`src/rtl/cpe_mult_ctrl_if.sv`:
```
// Handshake bundle between the CPE environment and the kernel-multiplier sequencer.
// CPE_MULT_CTRL_KERNEL_REUSE_EN adds cfg_reuse_kernel to the bundle.
interface cpe_mult_ctrl_if #(
    parameter int WIN_CNT_W = 16
);
    logic                 cfg_start;
    logic [WIN_CNT_W-1:0] cfg_num_windows;
`ifdef CPE_MULT_CTRL_KERNEL_REUSE_EN
    logic                 cfg_reuse_kernel;
`endif
    logic                 k_valid;
    logic                 k_ready;
    logic                 kernel_run;
    logic                 win_valid;
    logic                 win_ready;
    logic                 mult_run;
    logic                 psum_valid;
    logic                 busy;
    logic                 done;

    modport master (
`ifdef CPE_MULT_CTRL_KERNEL_REUSE_EN
        output cfg_reuse_kernel,
`endif
        output cfg_start, cfg_num_windows, k_valid, win_valid,
        input  k_ready, kernel_run, win_ready, mult_run, psum_valid, busy, done
    );

    modport slave (
`ifdef CPE_MULT_CTRL_KERNEL_REUSE_EN
        input  cfg_reuse_kernel,
`endif
        input  cfg_start, cfg_num_windows, k_valid, win_valid,
        output k_ready, kernel_run, win_ready, mult_run, psum_valid, busy, done
    );
endinterface

```
`src/rtl/cpe_mult_ctrl.sv`:
```
// Sequencer for one CPE kernel multiplier: kernel load, window issue, pipeline drain.
// Optional CPE_MULT_CTRL_KERNEL_REUSE_EN lets a pass skip LOAD once a kernel is resident.
module cpe_mult_ctrl #(
    parameter int KERNEL_SIZE = 3,
    parameter int PIPE_DEPTH  = 5,
    parameter int WIN_CNT_W   = 16
) (
    input  logic           clock,
    input  logic           reset,
    cpe_mult_ctrl_if.slave bus
);
    localparam int K2     = KERNEL_SIZE * KERNEL_SIZE;
    localparam int KCNT_W = $clog2(K2 + 1);
    localparam int DCNT_W = (PIPE_DEPTH > 2) ? $clog2(PIPE_DEPTH - 1) : 1;
    localparam int TAG_W  = PIPE_DEPTH - 1;

    typedef enum logic [2:0] {IDLE, LOAD, RUN, DRAIN, DONE} state_t;

    state_t               state_q, state_d;
    logic [KCNT_W-1:0]    k_cnt_q;
    logic [WIN_CNT_W-1:0] win_cnt_q;
    logic [WIN_CNT_W-1:0] num_win_q;
    logic [DCNT_W-1:0]    drain_cnt_q;
    logic [TAG_W-1:0]     tag_p;
    logic                 psum_valid_q;
    logic                 busy_q;
    logic                 done_q;

    logic start_ok, reuse_ok, k_last, w_last, d_last;
    logic k_ready, kernel_run, win_ready, mult_run, busy_d, done_d;

    assign start_ok = bus.cfg_start && (bus.cfg_num_windows != '0);
    assign k_last   = (k_cnt_q == KCNT_W'(K2 - 1));
    assign w_last   = (win_cnt_q == (num_win_q - WIN_CNT_W'(1)));
    assign d_last   = (drain_cnt_q == DCNT_W'(PIPE_DEPTH - 2));

`ifdef CPE_MULT_CTRL_KERNEL_REUSE_EN
    // Reuse is only honoured once a full kernel has been shifted in since reset.
    logic kernel_loaded_q;
    always_ff @(posedge clock or posedge reset) begin
        if (reset)
            kernel_loaded_q <= 1'b0;
        else if (state_q == LOAD && bus.k_valid && k_last)
            kernel_loaded_q <= 1'b1;
    end
    assign reuse_ok = bus.cfg_reuse_kernel && kernel_loaded_q;
`else
    assign reuse_ok = 1'b0;
`endif

    always_ff @(posedge clock or posedge reset) begin
        if (reset)
            state_q <= IDLE;
        else
            state_q <= state_d;
    end

    always_comb begin
        state_d = state_q;
        case (state_q)
            IDLE:    if (start_ok) state_d = reuse_ok ? RUN : LOAD;
            LOAD:    if (bus.k_valid && k_last) state_d = RUN;
            RUN:     if (bus.win_valid && w_last) state_d = DRAIN;
            DRAIN:   if (d_last) state_d = DONE;
            DONE:    state_d = IDLE;
            default: state_d = IDLE;
        endcase
    end

    always_comb begin
        k_ready   = 1'b0;
        win_ready = 1'b0;
        mult_run  = 1'b0;
        case (state_q)
            LOAD:  k_ready = 1'b1;
            RUN: begin
                win_ready = 1'b1;
                mult_run  = bus.win_valid;
            end
            DRAIN: mult_run = 1'b1;
            default: ;
        endcase
        kernel_run = k_ready && bus.k_valid;
        busy_d     = (state_d != IDLE);
        done_d     = (state_d == DONE);
    end

    always_ff @(posedge clock or posedge reset) begin
        if (reset) begin
            k_cnt_q     <= '0;
            win_cnt_q   <= '0;
            num_win_q   <= '0;
            drain_cnt_q <= '0;
        end else begin
            case (state_q)
                IDLE: if (start_ok) begin
                    num_win_q   <= bus.cfg_num_windows;
                    k_cnt_q     <= '0;
                    win_cnt_q   <= '0;
                    drain_cnt_q <= '0;
                end
                LOAD:  if (kernel_run) k_cnt_q <= k_cnt_q + KCNT_W'(1);
                RUN:   if (mult_run) win_cnt_q <= win_cnt_q + WIN_CNT_W'(1);
                DRAIN: drain_cnt_q <= drain_cnt_q + DCNT_W'(1);
                default: ;
            endcase
        end
    end

    // Tag stages 1..PIPE_DEPTH-1 live in tag_p; stage PIPE_DEPTH is psum_valid_q itself,
    // which only holds for the cycle after the edge the tag arrives on.
    always_ff @(posedge clock or posedge reset) begin
        if (reset) begin
            tag_p        <= '0;
            psum_valid_q <= 1'b0;
            busy_q       <= 1'b0;
            done_q       <= 1'b0;
        end else begin
            busy_q       <= busy_d;
            done_q       <= done_d;
            psum_valid_q <= mult_run && tag_p[TAG_W-1];
            if (mult_run)
                tag_p <= TAG_W'({tag_p, (state_q == RUN)});
        end
    end

    assign bus.k_ready    = k_ready;
    assign bus.kernel_run = kernel_run;
    assign bus.win_ready  = win_ready;
    assign bus.mult_run   = mult_run;
    assign bus.psum_valid = psum_valid_q;
    assign bus.busy       = busy_q;
    assign bus.done       = done_q;
endmodule

```
`src/flat_wrapper.sv`:
```
// flat-port wrapper written by rule: the top's interface ports become plain ports
module cpe_mult_ctrl_flat 
#(
    parameter int KERNEL_SIZE = 3,
    parameter int PIPE_DEPTH  = 5,
    parameter int WIN_CNT_W   = 16
)
  (clock, reset, bus_cfg_start, bus_cfg_num_windows, bus_k_valid, bus_win_valid, bus_k_ready, bus_kernel_run, bus_win_ready, bus_mult_run, bus_psum_valid, bus_busy, bus_done);
  cpe_mult_ctrl_if #(.WIN_CNT_W(WIN_CNT_W)) bus_i ();
  input  logic clock;
  input  logic reset;
  input wire logic [$bits(bus_i.cfg_start)-1:0] bus_cfg_start;
  input wire logic [$bits(bus_i.cfg_num_windows)-1:0] bus_cfg_num_windows;
  input wire logic [$bits(bus_i.k_valid)-1:0] bus_k_valid;
  input wire logic [$bits(bus_i.win_valid)-1:0] bus_win_valid;
  output wire logic [$bits(bus_i.k_ready)-1:0] bus_k_ready;
  output wire logic [$bits(bus_i.kernel_run)-1:0] bus_kernel_run;
  output wire logic [$bits(bus_i.win_ready)-1:0] bus_win_ready;
  output wire logic [$bits(bus_i.mult_run)-1:0] bus_mult_run;
  output wire logic [$bits(bus_i.psum_valid)-1:0] bus_psum_valid;
  output wire logic [$bits(bus_i.busy)-1:0] bus_busy;
  output wire logic [$bits(bus_i.done)-1:0] bus_done;
  assign bus_i.cfg_start = bus_cfg_start;
  assign bus_i.cfg_num_windows = bus_cfg_num_windows;
  assign bus_i.k_valid = bus_k_valid;
  assign bus_i.win_valid = bus_win_valid;
  assign bus_k_ready = bus_i.k_ready;
  assign bus_kernel_run = bus_i.kernel_run;
  assign bus_win_ready = bus_i.win_ready;
  assign bus_mult_run = bus_i.mult_run;
  assign bus_psum_valid = bus_i.psum_valid;
  assign bus_busy = bus_i.busy;
  assign bus_done = bus_i.done;
  cpe_mult_ctrl #(.KERNEL_SIZE(KERNEL_SIZE), .PIPE_DEPTH(PIPE_DEPTH), .WIN_CNT_W(WIN_CNT_W)) u_core (.clock(clock), .reset(reset), .bus(bus_i));
endmodule
```
`config.mk`:
```
export PLATFORM = sky130hd
export DESIGN_NAME = cpe_mult_ctrl_flat
export DESIGN_NICKNAME = d
export VERILOG_FILES = /design/src/rtl/cpe_mult_ctrl_if.sv /design/src/rtl/cpe_mult_ctrl.sv /design/src/flat_wrapper.sv
export SDC_FILE = /design/constraint.sdc
export NUM_CORES = 1
export LEC_CHECK = 0
export BUFFER_PORTS_ARGS = -buffer_cell sky130_fd_sc_hd__buf_2
export CAP_MARGIN = 20
export CORE_MARGIN = 2
export CORE_UTILIZATION = 63
export DETAILED_ROUTE_END_ITERATION = 16
export GPL_TIMING_DRIVEN = 0
export PLACE_DENSITY = 0.85
export SLEW_MARGIN = 20
export SYNTH_ARGS = -nofsm -noshare
export SYNTH_HDL_FRONTEND = slang
export SYNTH_SLANG_ARGS = --single-unit
```
`constraint.sdc`:
```
create_clock -name clock -period 4.1 [get_ports clock]
set_clock_uncertainty 0.05 [all_clocks]
set_input_delay 1.025 -clock clock [delete_from_list [all_inputs] [get_ports clock]]
set_output_delay 1.025 -clock clock [all_outputs]
set_load 0.005 [all_outputs]
```
* Word level (Yosys, flattened, before mapping)
Cells that the tools add are included.
Word-level totals: bits in registers 48, latch bits 0, memory bits (writable) 0, memory bits (read-only) 0, input port bits 21, output and inout bits 7, logic and storage cells 54, memories kept 0
Operators by class: add/subtract/negate cells 4, multiply operators 0, div/mod/pow operators 0, $lt $le $gt $ge 0, equality and inequality tests 10, shifts and indexed selects 0, mux-type cells 16, bitwise logic cells 0, reductions and logical operators 15
Operators by type and width (number):
- two-way mux 16 bit | 2
- one-hot mux 16 bit (2 select lines) | 1
- adder 16 x 1 -> 16 bit, second input constant | 1
- equality test 16 bit | 1
- nonzero test 16 bit | 1
- subtractor 16 x 1 -> 16 bit, second input constant | 1
- two-way mux 3 bit | 4
- one-hot mux 3 bit (4 select lines) | 1
- two-way mux 4 bit | 2
- one-hot mux 4 bit (2 select lines) | 1
- equality test 3 x 2 -> 1 bit, second input constant | 2
- AND reduction 3 bit | 2
- nonzero test 2 bit | 3
- logical AND 1 bit | 5
- adder 4 x 1 -> 4 bit, second input constant | 1
- equality test 4 bit, second input constant | 1
- inequality test 2 x 1 -> 1 bit, second input constant | 2
- one-hot mux 2 bit (2 select lines) | 1
- AND reduction 2 bit | 2
- equality test 3 x 1 -> 1 bit, second input constant | 1
- equality test 3 bit, second input constant | 1
- zero test 3 bit | 1
- nonzero test 3 bit | 1
- adder 2 x 1 -> 2 bit, second input constant | 1
- other kinds (5) | 6

* Depth between registers and ports, before layout
depth in word-level cells 6, gate-level depth with buffers 8, gate-level depth less buffers 8

* Worst setup path before layout
No wires, ideal clock.
path kind input to output, start input bus_k_valid, end output bus_kernel_run, arrival time 1286 ps, required time 3025 ps, path slack 1739 ps, stages on the path 2, buffers on the path 1, path through and2_1 -> clkbuf_1
On the way: cells in the longest elaborated chain, start to end 1
RTL lines:
- start: declaration | line flat_wrapper.sv:14 | input wire logic [$bits(bus_i.k_valid)-1:0] bus_k_valid;
- logical AND 1 bit | line cpe_mult_ctrl.sv:83 | kernel_run = k_ready && bus.k_valid;
- end: declaration | line flat_wrapper.sv:17 | output wire logic [$bits(bus_i.kernel_run)-1:0] bus_kernel_run;
Every way passes these cells.

* Worst setup path in the final report
start register u_core.state_q[1], end output bus_mult_run
On the way: cells in the longest elaborated chain, start to end 2, elaborated cells between the ends (all ways) 3, those cells by class eq/ne: 2; mux: 1
RTL lines:
- start: declaration | line cpe_mult_ctrl.sv:19 | state_t state_q, state_d;
- start signal: assignment | line cpe_mult_ctrl.sv:55 | state_q <= state_d;
- equality test 3 x 2 -> 1 bit | line cpe_mult_ctrl.sv:74 | case (state_q)
- one-hot mux 1 bit (2 select lines) * | line cpe_mult_ctrl.sv:74
- end: declaration | line flat_wrapper.sv:19 | output wire logic [$bits(bus_i.mult_run)-1:0] bus_mult_run;
Every way passes the cells marked *; elsewhere a longest branch is shown, timed or not.

==> impl_metrics.ini <==
[outcome]
status = completed

[clocking]
root_buffer = clkbuf_8
ctsResizeCount = 0
post_cts_buffers = 0
clk_path_buf_depth = 2
cts_tree = built
ctsHoldBuffers = 0
clk_latency_ps = 310
cts_made_buffers = 5
cts_sinks = 48
clkTransAtPathRegs_ps = 80
cts_max_level = 2

[hold_path]
min_path_cells = 1
hp-class = reg2reg
hold_end = u_core.bus.psum_valid
timing.hold.worst.start = u_core.tag_p[3]

[global_routing]
grt_max_degree = 29
grt_first_pass_wirelength_um = 8510
track_usage_pct = 25.4
overflow = 0
antenna_found_initial = 0
grt_pass1_vias = 1814

[placement]
gp_congestion = 0.823
portBuffers = 27
dp.cells = 330
post-dp-hpwl_um = 3910
preCtsSetupSlack_ps = 1200

[timing]
rsz0062_at_grt = no
tightest_slew_ps = 540
setup_tns_ps = 0
max_freq_mhz = 343
worst_slack_ps = 1180
setup_viol = 0
report.final.slew_viol_count = 0
hold_viol = 0
fin_crit_sh_pct = 71.2
finalHoldWorstSlack_ps = 432
period_needed_ps = 2920
slew_headroom_pct = 64.0

[final_layout]
final_common_cell = dfrtp_1
final_core_util_pct = 72.8
n_fill_cell = 282
diodes = 0
layout_common_cells = dfrtp_1, buf_2, nor2_1
finalNonFillerCells = 337
layout.nets = 313
drive_gt1_share_pct = 21.6
syn_to_final_growth_pct = 11.4

[critical_path]
endpoint_kind = primary output
r2r_start = u_core.state_q[0]
critPathArrivalTime_ps = 1840
worstRegToRegCells = 7
startpoint = u_core.state_q[1]
critPathKind = reg2out
crit_fanout = 10
worst_ep_required_time_ps = 3020
startpoint_type = flip-flop
reg2reg_slack_ps = 1650
r2r_end = u_core.state_q[0]

[routing]
highest_layer = met4
wl_met2_um = 2300
met1_length_um = 2390
drt_iter0_drc = 107
drt-pass1-iter-count = 4
ant_nets = 0
vias = 2001
drt-total-wl_um = 5060
wl_per_cell_um = 15.0
vias_per_cell = 5.94
route.met3.wl_um = 232
route.detailed.drc = 0

[power_and_ir_drop]
powerDensity_nw_per_um2 = 577
p_leak_nw = 1.30
peakVddDrop_mv = 0.414

[synthesis]
async_flop_share_pct = 100
yosysTopAreaCell = dfrtp_1
synth_area_leaders = dfrtp_1, mux2_2, xor2_1
synthFlopType = dfrtp_1
ys_types = 43
synth-edff-count = 0
synth_area_um2 = 2590
synth_top_area_share_pct = 46.3
seq_area_frac_synth_pct = 46.3
netlist_instances = 252
synth_fp_nets = 278
synth_area_per_cell_um2 = 10.3
ys_ff_latch = 48
yosysWarnings = 0

[die]
die_area_um2 = 4650
fp.dieH_um = 68.2
num_rows = 23
core_area_um2 = 3970
fp.dieW_um = 68.2
floorplan.initialDensity_pct = 65.3
ioPinCount = 28

[job]
drv_cap = 0
cells by family (layout without fill, tap and decap cells):
group / count (synthesis) / in the layout / share of synthesized area, %
compound gates: 24 / 24 / 5.88
xor+xnor: 38 / 38 / 12.8
fa+ha+maj: 5 / 5 / 2.41
buf+inv: 17 / 52 / 2.56
flops: 48 / 48 / 46.3
mux: 19 / 19 / 8.20
simple gates: 101 / 101 / 21.8
critical path, cell delays in order, from the launching register on:
cell and delay, ps:
dfrtp_1 320, clkbuf_1 340, nor2b_1 450, o21a_1 280, buf_2 140
registers in the layout, summed over array words and instances (netlist names):
register	flops
u_core.bus.busy	1
u_core.bus.done	1
u_core.bus.psum_valid	1
u_core.drain_cnt_q	2
u_core.k_cnt_q	4
u_core.num_win_q	16
u_core.state_q	3
u_core.tag_p	4
u_core.win_cnt_q	16
where the power goes:
group	leakage, nW	switching, W	total (W)	internal [W]
logic	0.640	0.000314	0.000628	0.000313
registers	0.617	0.000160	0.000776	0.000616
clock network	0.0410	0.000148	0.000264	0.000116
total	1.30	0.000622	0.00167	0.00105
worst max-delay path by stage:
stage / end / cells after the start
3_3_place_gp: u_core.win_cnt_q[7] / 8
3_5_place_dp: u_core.k_cnt_q[3] / 8
5_1_grt: bus_mult_run / 4
4_1_cts: bus_mult_run / 4
2_1_floorplan: bus_kernel_run / 2
6_report: bus_mult_run / 4
metal layers:
layer,global-route usage [%],up-vias
met1,35.4,967
met2,39.1,65
met3,5.59,12
li1,-,957
met5,0,-
met4,9.75,0
Yosys cell counts (2+ instances only):
| cell type | count |
|---|---|
| a31oi_1 | 2 |
| o21ai_0 | 9 |
| xor2_1 | 21 |
| nor3_1 | 3 |
| xnor2_1 | 17 |
| nand3_1 | 7 |
| and4_1 | 3 |
| nor2_1 | 29 |
| ha_1 | 5 |
| nor4_1 | 6 |
| and2_1 | 4 |
| nand3b_1 | 4 |
| nand4_1 | 11 |
| a21oi_1 | 4 |
| inv_1 | 7 |
| nand2_1 | 16 |
| buf_2 | 2 |
| dfrtp_1 | 48 |
| and3_1 | 5 |
| mux2_2 | 18 |
| clkbuf_1 | 8 |
| a211oi_1 | 2 |
area by class of cell:
cell class	count	area [µm²]	share of cell area, %
Tap cell	50	62.6	2.16
Inverter	7	26.3	0.909
Timing Repair Buffer	28	155	5.37
Clock buffer	6	72.6	2.51
Sequential cell	48	1200	41.6
Multi-Input combinational cell	187	1330	45.9
Buffer	10	40.0	1.39
Clock inverter	1	5.00	0.173
metrics by stage:
stage	total power, W	instance area [µm²]
final	0.00167	2890
after global routing	0.00178	2890
after CTS	0.00167	2890
after detailed placement	0.00141	2810
after global placement	0.00137	2790
after floorplan	0.00124	2590
(Power assumes the default switching activity.)
